===== config.mk =====
export PLATFORM = sky130hd
export DESIGN_NAME = hazard_scheduler
export DESIGN_NICKNAME = d
export VERILOG_FILES = /design/src/rtl/hazard_scheduler.sv
export SDC_FILE = /design/constraint.sdc
export NUM_CORES = 1
export LEC_CHECK = 0
export BUFFER_PORTS_ARGS = -buffer_cell sky130_fd_sc_hd__buf_2
export CORE_MARGIN = 8
export CORE_UTILIZATION = 49
export DETAILED_ROUTE_END_ITERATION = 12
export PLACE_DENSITY = 0.75
export SLEW_MARGIN = 20
export SYNTH_ARGS = -nofsm -noshare
export SYNTH_HDL_FRONTEND = slang
export SYNTH_SLANG_ARGS = --single-unit

===== constraint.sdc =====
create_clock -name clk -period 1.9 [get_ports clk]
set_clock_uncertainty 0.2 [all_clocks]
set_input_delay 0.285 -clock clk [delete_from_list [all_inputs] [get_ports clk]]
set_output_delay 0.285 -clock clk [all_outputs]
set_load 0.02 [all_outputs]

===== src/rtl/hazard_scheduler.sv =====
`default_nettype none
// ============================================================================
//  Module      : hazard_scheduler
//  Description : Pipeline sequencing controller for the five-stage ARM core.
//                Tracks the destinations of the instructions in EXE and MEM
//                in a two-slot scoreboard. From it the block raises the ID
//                bubble request (hazard), the global SRAM wait-state hold
//                (freeze) and the branch clear (flush). It also counts stall
//                cycles and flags SRAM accesses that never complete.
//
//  Parameters  : MEM_TIMEOUT  wait cycles allowed in MEM_WAIT (1..255)
//                CNT_W        width of the saturating stall counter
//
//  Ports       : clk               clock, rising edge
//                rst               synchronous reset, active low
//                id_src1/_valid    Rn address of the ID instruction + read enable
//                id_src2/id_two_src Rm (Rd for STR) address + read enable
//                id_dest           destination of the ID instruction
//                id_wb_en          ID instruction writes back (condition-gated)
//                id_mem_r_en       ID instruction is a load
//                exe_branch_taken  EXE holds a taken branch
//                mem_access        MEM stage issues an SRAM read or write
//                mem_ready         SRAM completes the access this cycle
//                hazard            bubble into ID/EXE, hold PC and IF/ID
//                freeze            hold every pipeline register
//                flush             clear IF/ID and ID/EXE
//                mem_error         sticky SRAM timeout flag
//                stall_count       saturating count of hazard-or-freeze cycles
//
//  Build option: define HAZARD_FORWARDING_EN when the EX stage has operand
//                forwarding; only load-use in EXE then stalls. The port list
//                is the same in both builds.
//
//  Revision    : 1.0  initial release
// ============================================================================
module hazard_scheduler #(
  parameter int MEM_TIMEOUT = 15,
  parameter int CNT_W       = 16
) (
  input  logic             clk,
  input  logic             rst,
  input  logic [3:0]       id_src1,
  input  logic             id_src1_valid,
  input  logic [3:0]       id_src2,
  input  logic             id_two_src,
  input  logic [3:0]       id_dest,
  input  logic             id_wb_en,
  input  logic             id_mem_r_en,
  input  logic             exe_branch_taken,
  input  logic             mem_access,
  input  logic             mem_ready,
  output logic             hazard,
  output logic             freeze,
  output logic             flush,
  output logic             mem_error,
  output logic [CNT_W-1:0] stall_count
);

  localparam logic [7:0]       c_TIMEOUT  = 8'(MEM_TIMEOUT);
  localparam logic [CNT_W-1:0] c_CNT_MAX  = '1;
  localparam logic [CNT_W-1:0] c_CNT_ONE  = {{(CNT_W-1){1'b0}}, 1'b1};

  // --------------------------------------------------------------------------
  // Scoreboard slot: one in-flight instruction's write-back footprint
  // --------------------------------------------------------------------------
  typedef struct packed {
    logic       v;
    logic [3:0] dest;
    logic       wb;
    logic       mr;
  } slot_t;

  localparam slot_t c_SLOT_EMPTY = '0;

  typedef enum logic [0:0] {
    ST_RUN      = 1'b0,
    ST_MEM_WAIT = 1'b1
  } state_t;

  state_t           r_state;
  state_t           w_state_nxt;
  logic [7:0]       r_wait_cnt;
  logic [7:0]       w_wait_nxt;
  logic             w_timeout;
  logic             w_freeze;

  slot_t            r_exe_slot;
  slot_t            r_mem_slot;
  slot_t            w_id_slot;

  logic             w_src1_hit;
  logic             w_src2_hit;
  logic             w_h_raw;
  logic             w_flush;
  logic             w_hazard;

  logic             r_mem_error;
  logic [CNT_W-1:0] r_stall_cnt;

  // A slot claims register x only if it is live and actually writes back.
  function automatic logic f_match(input slot_t s, input logic [3:0] x);
    return s.v & s.wb & (s.dest == x);
  endfunction

  // --------------------------------------------------------------------------
  // RAW detection
  // --------------------------------------------------------------------------
`ifdef HAZARD_FORWARDING_EN
  // ALU results in EXE and anything in MEM are bypassed into EX, so only a
  // load still in EXE (data not yet back from SRAM) forces a bubble.
  always_comb begin
    w_src1_hit = id_src1_valid & r_exe_slot.mr & f_match(r_exe_slot, id_src1);
    w_src2_hit = id_two_src    & r_exe_slot.mr & f_match(r_exe_slot, id_src2);
  end

  // The MEM slot is still shifted so the scoreboard holds the same contents
  // in both builds; this rule simply never consults it.
  logic w_unused_slot_bits;
  assign w_unused_slot_bits = ^r_mem_slot;
`else
  // No bypass network: any pending writer in EXE or MEM blocks the read.
  // WB is not tracked because the register file writes in the first half of
  // the cycle and ID reads the new value in the second half.
  always_comb begin
    w_src1_hit = id_src1_valid &
                 (f_match(r_exe_slot, id_src1) | f_match(r_mem_slot, id_src1));
    w_src2_hit = id_two_src &
                 (f_match(r_exe_slot, id_src2) | f_match(r_mem_slot, id_src2));
  end

  // Load flags only matter to the forwarding rule.
  logic w_unused_slot_bits;
  assign w_unused_slot_bits = r_exe_slot.mr ^ r_mem_slot.mr;
`endif

  assign w_h_raw = w_src1_hit | w_src2_hit;

  // --------------------------------------------------------------------------
  // SRAM wait-state FSM
  // --------------------------------------------------------------------------
  always_ff @(posedge clk) begin
    if (!rst) begin
      r_state    <= ST_RUN;
      r_wait_cnt <= 8'd0;
    end else begin
      r_state    <= w_state_nxt;
      r_wait_cnt <= w_wait_nxt;
    end
  end

  always_comb begin
    w_state_nxt = r_state;
    w_wait_nxt  = r_wait_cnt;
    w_freeze    = 1'b0;
    w_timeout   = 1'b0;
    case (r_state)
      ST_RUN: begin
        // The first cycle of a slow access already freezes; it counts as
        // wait cycle 1, so the timeout covers MEM_TIMEOUT+1 frozen cycles.
        if (mem_access && !mem_ready) begin
          w_freeze    = 1'b1;
          w_state_nxt = ST_MEM_WAIT;
          w_wait_nxt  = 8'd1;
        end
      end
      ST_MEM_WAIT: begin
        // Freeze covers the completion cycle too so MEM can capture the
        // SRAM data before the pipeline advances.
        w_freeze = 1'b1;
        if (mem_ready) begin
          w_state_nxt = ST_RUN;
          w_wait_nxt  = 8'd0;
        end else if (r_wait_cnt == c_TIMEOUT) begin
          w_timeout   = 1'b1;
          w_state_nxt = ST_RUN;
          w_wait_nxt  = 8'd0;
        end else begin
          w_wait_nxt = r_wait_cnt + 8'd1;
        end
      end
      default: begin
        w_state_nxt = ST_RUN;
        w_wait_nxt  = 8'd0;
      end
    endcase
  end

  // --------------------------------------------------------------------------
  // Output priority: freeze > flush > hazard
  // --------------------------------------------------------------------------
  assign w_flush  = exe_branch_taken & ~w_freeze;
  assign w_hazard = w_h_raw & ~w_freeze & ~w_flush;

  // --------------------------------------------------------------------------
  // Scoreboard shift
  // --------------------------------------------------------------------------
  always_comb begin
    w_id_slot      = c_SLOT_EMPTY;
    w_id_slot.v    = 1'b1;
    w_id_slot.dest = id_dest;
    w_id_slot.wb   = id_wb_en;
    w_id_slot.mr   = id_mem_r_en;
  end

  always_ff @(posedge clk) begin
    if (!rst) begin
      r_exe_slot <= c_SLOT_EMPTY;
      r_mem_slot <= c_SLOT_EMPTY;
    end else if (!w_freeze) begin
      r_mem_slot <= r_exe_slot;
      // A flushed or stalled ID instruction does not enter EXE.
      if (w_flush || w_hazard) begin
        r_exe_slot <= c_SLOT_EMPTY;
      end else begin
        r_exe_slot <= w_id_slot;
      end
    end
  end

  // --------------------------------------------------------------------------
  // Status: sticky timeout flag and saturating stall counter
  // --------------------------------------------------------------------------
  always_ff @(posedge clk) begin
    if (!rst) begin
      r_mem_error <= 1'b0;
      r_stall_cnt <= '0;
    end else begin
      if (w_timeout) begin
        r_mem_error <= 1'b1;
      end
      if ((w_hazard || w_freeze) && (r_stall_cnt != c_CNT_MAX)) begin
        r_stall_cnt <= r_stall_cnt + c_CNT_ONE;
      end
    end
  end

  assign hazard      = w_hazard;
  assign freeze      = w_freeze;
  assign flush       = w_flush;
  assign mem_error   = r_mem_error;
  assign stall_count = r_stall_cnt;

endmodule
`default_nettype wire


Word-level counts from Yosys, hierarchy flattened
Index checks and enable logic that the tools add are counted.
{"block": "classes", "n_reduce_logical": 5, "n_mux": 13, "add_sub_neg": 2, "eq_ne": 7, "bitwise": 17}
{"cell": "$mux 8", "count": 3}
{"cell": "$add 16x1->16 const B", "count": 1}
{"cell": "$eq 4x4->1", "count": 4}
{"cell": "$ne 16x16->1 const B", "count": 1}
{"cell": "$pmux 8 s2", "count": 1}
{"cell": "$and 1x1->1", "count": 11}
{"cell": "$add 8x1->8 const B", "count": 1}
{"cell": "$eq 8x4->1 const B", "count": 1}
{"cell": "$mux 7", "count": 1}
{"cell": "$mux 1", "count": 6}
{"cell": "$pmux 1 s2", "count": 2}
{"cell": "$not 1->1", "count": 3}
{"cell": "$or 1x1->1", "count": 3}
{"cell": "$logic_and 1x1->1", "count": 2}
{"cell": "$logic_or 1x1->1", "count": 2}
{"cell": "$ne 2x2->1 const B", "count": 1}
{"cell": "$logic_not 1->1", "count": 1}
{"block": "word_totals", "output_inout_bits": 20, "inputBits": 21, "regBits": 38, "wordCells": 54}

Depth between registers and ports, before layout
{"block": "logic_depth", "ltp_word": 10, "depth_mapped": 8}

Worst setup path before layout
No wires, ideal clock.
{"block": "synth_timing", "path_kind": "register to register", "start": "reg r_stall_cnt[0] (netlist: stall_count[0])", "end": "reg r_stall_cnt[15] (netlist: stall_count[15])", "path_slack_ps": -309, "arrival_time_ps": 1937, "required_ps": 1628, "setup_ps": 72, "path_stages_with_launch": 9, "path_buffers": 1, "period_less_slack_ps": 2209, "cell_sequence": "dfxtp_1 -> ha_1 -> and3_1 -> and3_1 -> clkbuf_1 -> nand3_1 -> nor2_1 -> a2111oi_1 -> mux2i_1"}
{"block": "synth_between", "elab_chain_cells": 2, "word_cells_on_any_way": 3, "cone_classes": "add/sub: 1; eq/ne: 1; reduce/logical: 1"}
{"item": "start, declared", "line": "98", "source": "logic [CNT_W-1:0] r_stall_cnt;"}
{"item": "start signal, assigned", "line": "232", "source": "r_stall_cnt <= r_stall_cnt + c_CNT_ONE;"}
{"item": "branches (longest 2 deep; another with $add 16x1->16)"}
Parallel ways; which one is timed is not known.
A chain may end at the register's enable or synchronous reset.

Final worst setup path
{"block": "layout_timing", "start": "reg r_mem_slot[4] in the netlist's numbering", "end": "out hazard"}
{"block": "layout_between", "elab_chain_cells": 7, "word_cells_on_any_way": 11, "cone_classes": "eq/ne: 2; bitwise: 9"}
{"item": "start, declared", "line": "88", "source": "slot_t r_mem_slot;"}
{"item": "start signal, assigned", "line": "208", "source": "r_mem_slot <= c_SLOT_EMPTY;"}
{"item": "start signal, assigned", "line": "210", "source": "r_mem_slot <= r_exe_slot;"}
{"item": "$eq 4x4->1", "line": "102", "source": "return s.v & s.wb & (s.dest == x);"}
{"item": "$and 1x1->1", "line": "102"}
{"item": "$or 1x1->1 (on tied branches)", "line": "126, 128"}
{"item": "$and 1x1->1 (on tied branches)", "line": "125, 127"}
{"item": "$or 1x1->1 (*)", "line": "136", "source": "assign w_h_raw = w_src1_hit | w_src2_hit;"}
{"item": "$and 1x1->1 (*) (2 in a row)", "line": "192", "source": "assign w_hazard = w_h_raw & ~w_freeze & ~w_flush;"}
{"item": "end, declared", "line": "52", "source": "output logic hazard,"}
Mark *: on every way between the ends. The rest lies on a longest branch, timed or not.

==> flow_summary_export.csv <==
group,metric,value,unit
clocking,cts_root_buf,"clkbuf_8",
logic_synthesis,synth_edf_count,0,
layout,areaGrowthSynthToFinish,47.9,%
layout,fillers,296,
timing,hold_slack,56.3,ps
logic_synthesis,synthesis.area,0.00202,sq mm
logic_synthesis,yosysTopAreaCell,"dfxtp_1",
die,fp.dieArea,0.00642,sq mm
timing,relSlewSlack,0.342,
detailed_routing,final_antenna_net_count,0,
detailed_routing,avgViaCountPerCell,5.38,
die,pin_count,41,
worst_setup_path,path_class,"reg2out",
pwr,p_per_area,625,mW/mm^2
worst_setup_path,cp-end-kind,"output port",
clocking,cts_buffers,5,
worst_setup_path,critPathBufInv,2,
die,die_w,80.1,microns
die,chipHeight,80.1,microns
pwr,p_sw,0.000441,W
clocking,htreeDepth,2,
logic_synthesis,synthesis.area_per_instance,8.50,sq um
detailed_routing,drtPass1Iterations,4,
timing,fmax,0.441,GHz
pwr,sequentialPowerShare,0.447,
pwr,peakVddDrop,0.000405,V
timing,setup_viol,23,
worst_setup_path,path_max_fanout,5,
worst_setup_path,critPathSlowestCell,"o41ai_4",
worst_setup_path,critPathMaxStageDelay,570,ps
logic_synthesis,synth_nets,260,
worst_setup_path,startpoint_type,"flop",
outcome,status,"complete, but fails checks",
place,io_buffers,39,
worst_setup_path,worstPathCellList,"buf_4, xnor2_1, nand4_1, nor4_2, o41ai_4, nor2_4, buf_6",
global_routing,grt_pass1_wl,8610,microns
logic_synthesis,yosysWarnings,0,
logic_synthesis,synth.distinct_cells,34,
layout,antenna_cells,0,
clocking,worstSkewPairLatency,290,ps
die,core_area,0.00397,sq mm
pwr,power,0.00186,W
place,hpwl,3690,microns
pwr,comb_power_share,0.122,
timing,fin_crit,2270,ps
clocking,cts.sinks,38,
worst_setup_path,critPathTopFamily,"compound AO/OA/AOI/OAI gates",
layout,utilization,0.750,
die,initial_core_util,0.508,
layout,drive_gt1_frac,0.401,
worst_setup_path,crit_arrival,1780,ps
timing,finalCritPeriodShare,1.19,
place,dpl_cell_area,0.00267,sq mm
pwr,cell_internal_pwr,0.00142,W
worst_setup_path,rrSetupSlack,-320,ps
global_routing,grt_usage,0.165,
clocking,clockBufferDepth,2,
logic_synthesis,synth_area_leaders,"dfxtp_1 (38%), mux2i_1 (7.9%), xor2_1 (7.0%)",
pwr,sw_frac_of_total,0.237,
layout,fin_nets,346,
timing,tns,-6110,ps
worst_hold_path,min_path_type,"in2reg",
timing,worst_slack,-370,ps
logic_synthesis,syn_inst,237,
job,cap_viol_max_count,0,
pwr,leakagePower,1.22,nW
detailed_routing,drc_errors,0,
logic_synthesis,synth-seq-area-share,0.377,
logic_synthesis,yosysMostFrequentCell,"dfxtp_1",
timing,worst_pin_slew,978,ps
pwr,p_clk_frac,0.431,
logic_synthesis,async_reset_ff_frac,0,
clocking,path_clk_slew,70,ps
global_routing,grt_pass1_vias,1916,
logic_synthesis,yosys.area.top_type_share,0.377,
global_routing,grt-ovfl-total,0,
die,rows,23,
logic_synthesis,synth-main-ff-cell,"dfxtp_1",
detailed_routing,vias,2011,
layout,final_cell_area,0.00298,sq mm
logic_synthesis,synth-seq-cells,38,
timing,rsz0062_at_grt,"true",
clocking,cts_tree,"built",
timing,hold_violations,0,
outcome,violations,"negative setup slack",
global_routing,grt_max_degree,34,
global_routing,antenna_found_initial,0,
worst_setup_path,crit_required,1410,ps
place,gp_congestion,0.776,
detailed_routing,postRouteWirelength,5260,microns
logic_synthesis,synth_commonest_cells,"dfxtp_1 (38), nand2_1 (37), nor2_1 (22)",
detailed_routing,drt_iter0_drc,151,
timing,drv_slew,0,
detailed_routing,wl_per_cell,14.1,microns
==> power groups by stage <==
stage	clock [W]	sequential, W	combinational, W
floorplan	0	0.000855	0.000112
global placement	0	0.000850	0.000205
detailed placement	0	0.000851	0.000209
CTS	0.000814	0.000832	0.000222
global route	0.000850	0.000835	0.000248
finish	0.000803	0.000832	0.000227
==> worst register-to-register path, delay by kind of cell, from the launching register on <==
family / cells / cell delay (ps)
AO/OA/AOI/OAI: 1 / 210
XOR/XNOR: 1 / 110
buffers and inverters: 2 / 270
flip-flops: 1 / 340
AND/OR/NAND/NOR: 4 / 1030
==> state kept, by name, indices dropped and copies added (netlist names) <==
signal	count
mem_error	1
stall_count	16
r_mem_slot	6
r_wait_cnt	8
r_state	1
r_exe_slot	6
==> kinds of logic after synthesis <==
group / after synthesis / synth area share
DFF: 38 / 0.377
xor gates and xnor gates: 22 / 0.0956
and+or+nand+nor: 110 / 0.275
muxes: 16 / 0.0795
AOI/OAI and AO/OA: 35 / 0.132
buffers and inverters: 14 / 0.0279
adders and majority gates: 2 / 0.0124
==> final timing paths <==
kind / from / to / depth (start not counted)
setup / recovery: r_mem_slot[4] / hazard / 7
hold / removal: id_dest[1] / r_exe_slot[3] / 3
setup reg to reg: r_mem_slot[4] / r_exe_slot[2] / 8
hold reg to reg: r_mem_slot[4] / r_mem_slot[4] / 2
==> metrics by stage <==
stage | setup slack (ps) | instances
floorplan | -130 | 237
global placement | -331 | 357
detailed placement | -366 | 357
CTS | -353 | 370
global route | -493 | 374
finish | -370 | 374
==> cell usage in the layout (no fill, tap or decap), types with 9 or more instances in the layout <==
master	Yosys	layout
nand3_1	11	10
xor2_1	16	15
mux2i_1	16	16
buf_4	1	43
buf_2	0	38
nor2_1	22	19
nand2b_1	15	15
nand4_1	9	9
nand2_1	37	37
dfxtp_1	38	29
==> cell type report <==
| class | count | area [sq um] | area share |
|---|---|---|---|
| multi-input combinational | 185 | 1390 | 0.465 |
| sequential | 38 | 777 | 0.261 |
| timing repair buffer | 88 | 599 | 0.201 |
| clock buffer | 7 | 108 | 0.0361 |
| tap | 50 | 62.6 | 0.0210 |
| clock inverter | 1 | 30.0 | 0.0101 |
| inverter | 5 | 18.8 | 0.00630 |
==> metal layers <==
layer  part of all wire  wire length [microns]  vias up  track usage
li1                   -                      -     1006            -
met1               0.43                   2250      962        0.184
met2               0.52                   2740       38        0.297
met3              0.043                    225        5       0.0469
met4             0.0076                     40        0       0.0436
met5                  0                      0        -            0
==> repair_timing <==
action,CTS,global route
pin swaps,11,7
buffers inserted,4,5
setup endpoints to repair,24,24
gates resized for setup,19,3
endpoints found under the hold margin,1,0
hold buffers,1,0
No activity file was read; power rests on OpenSTA's default activity.
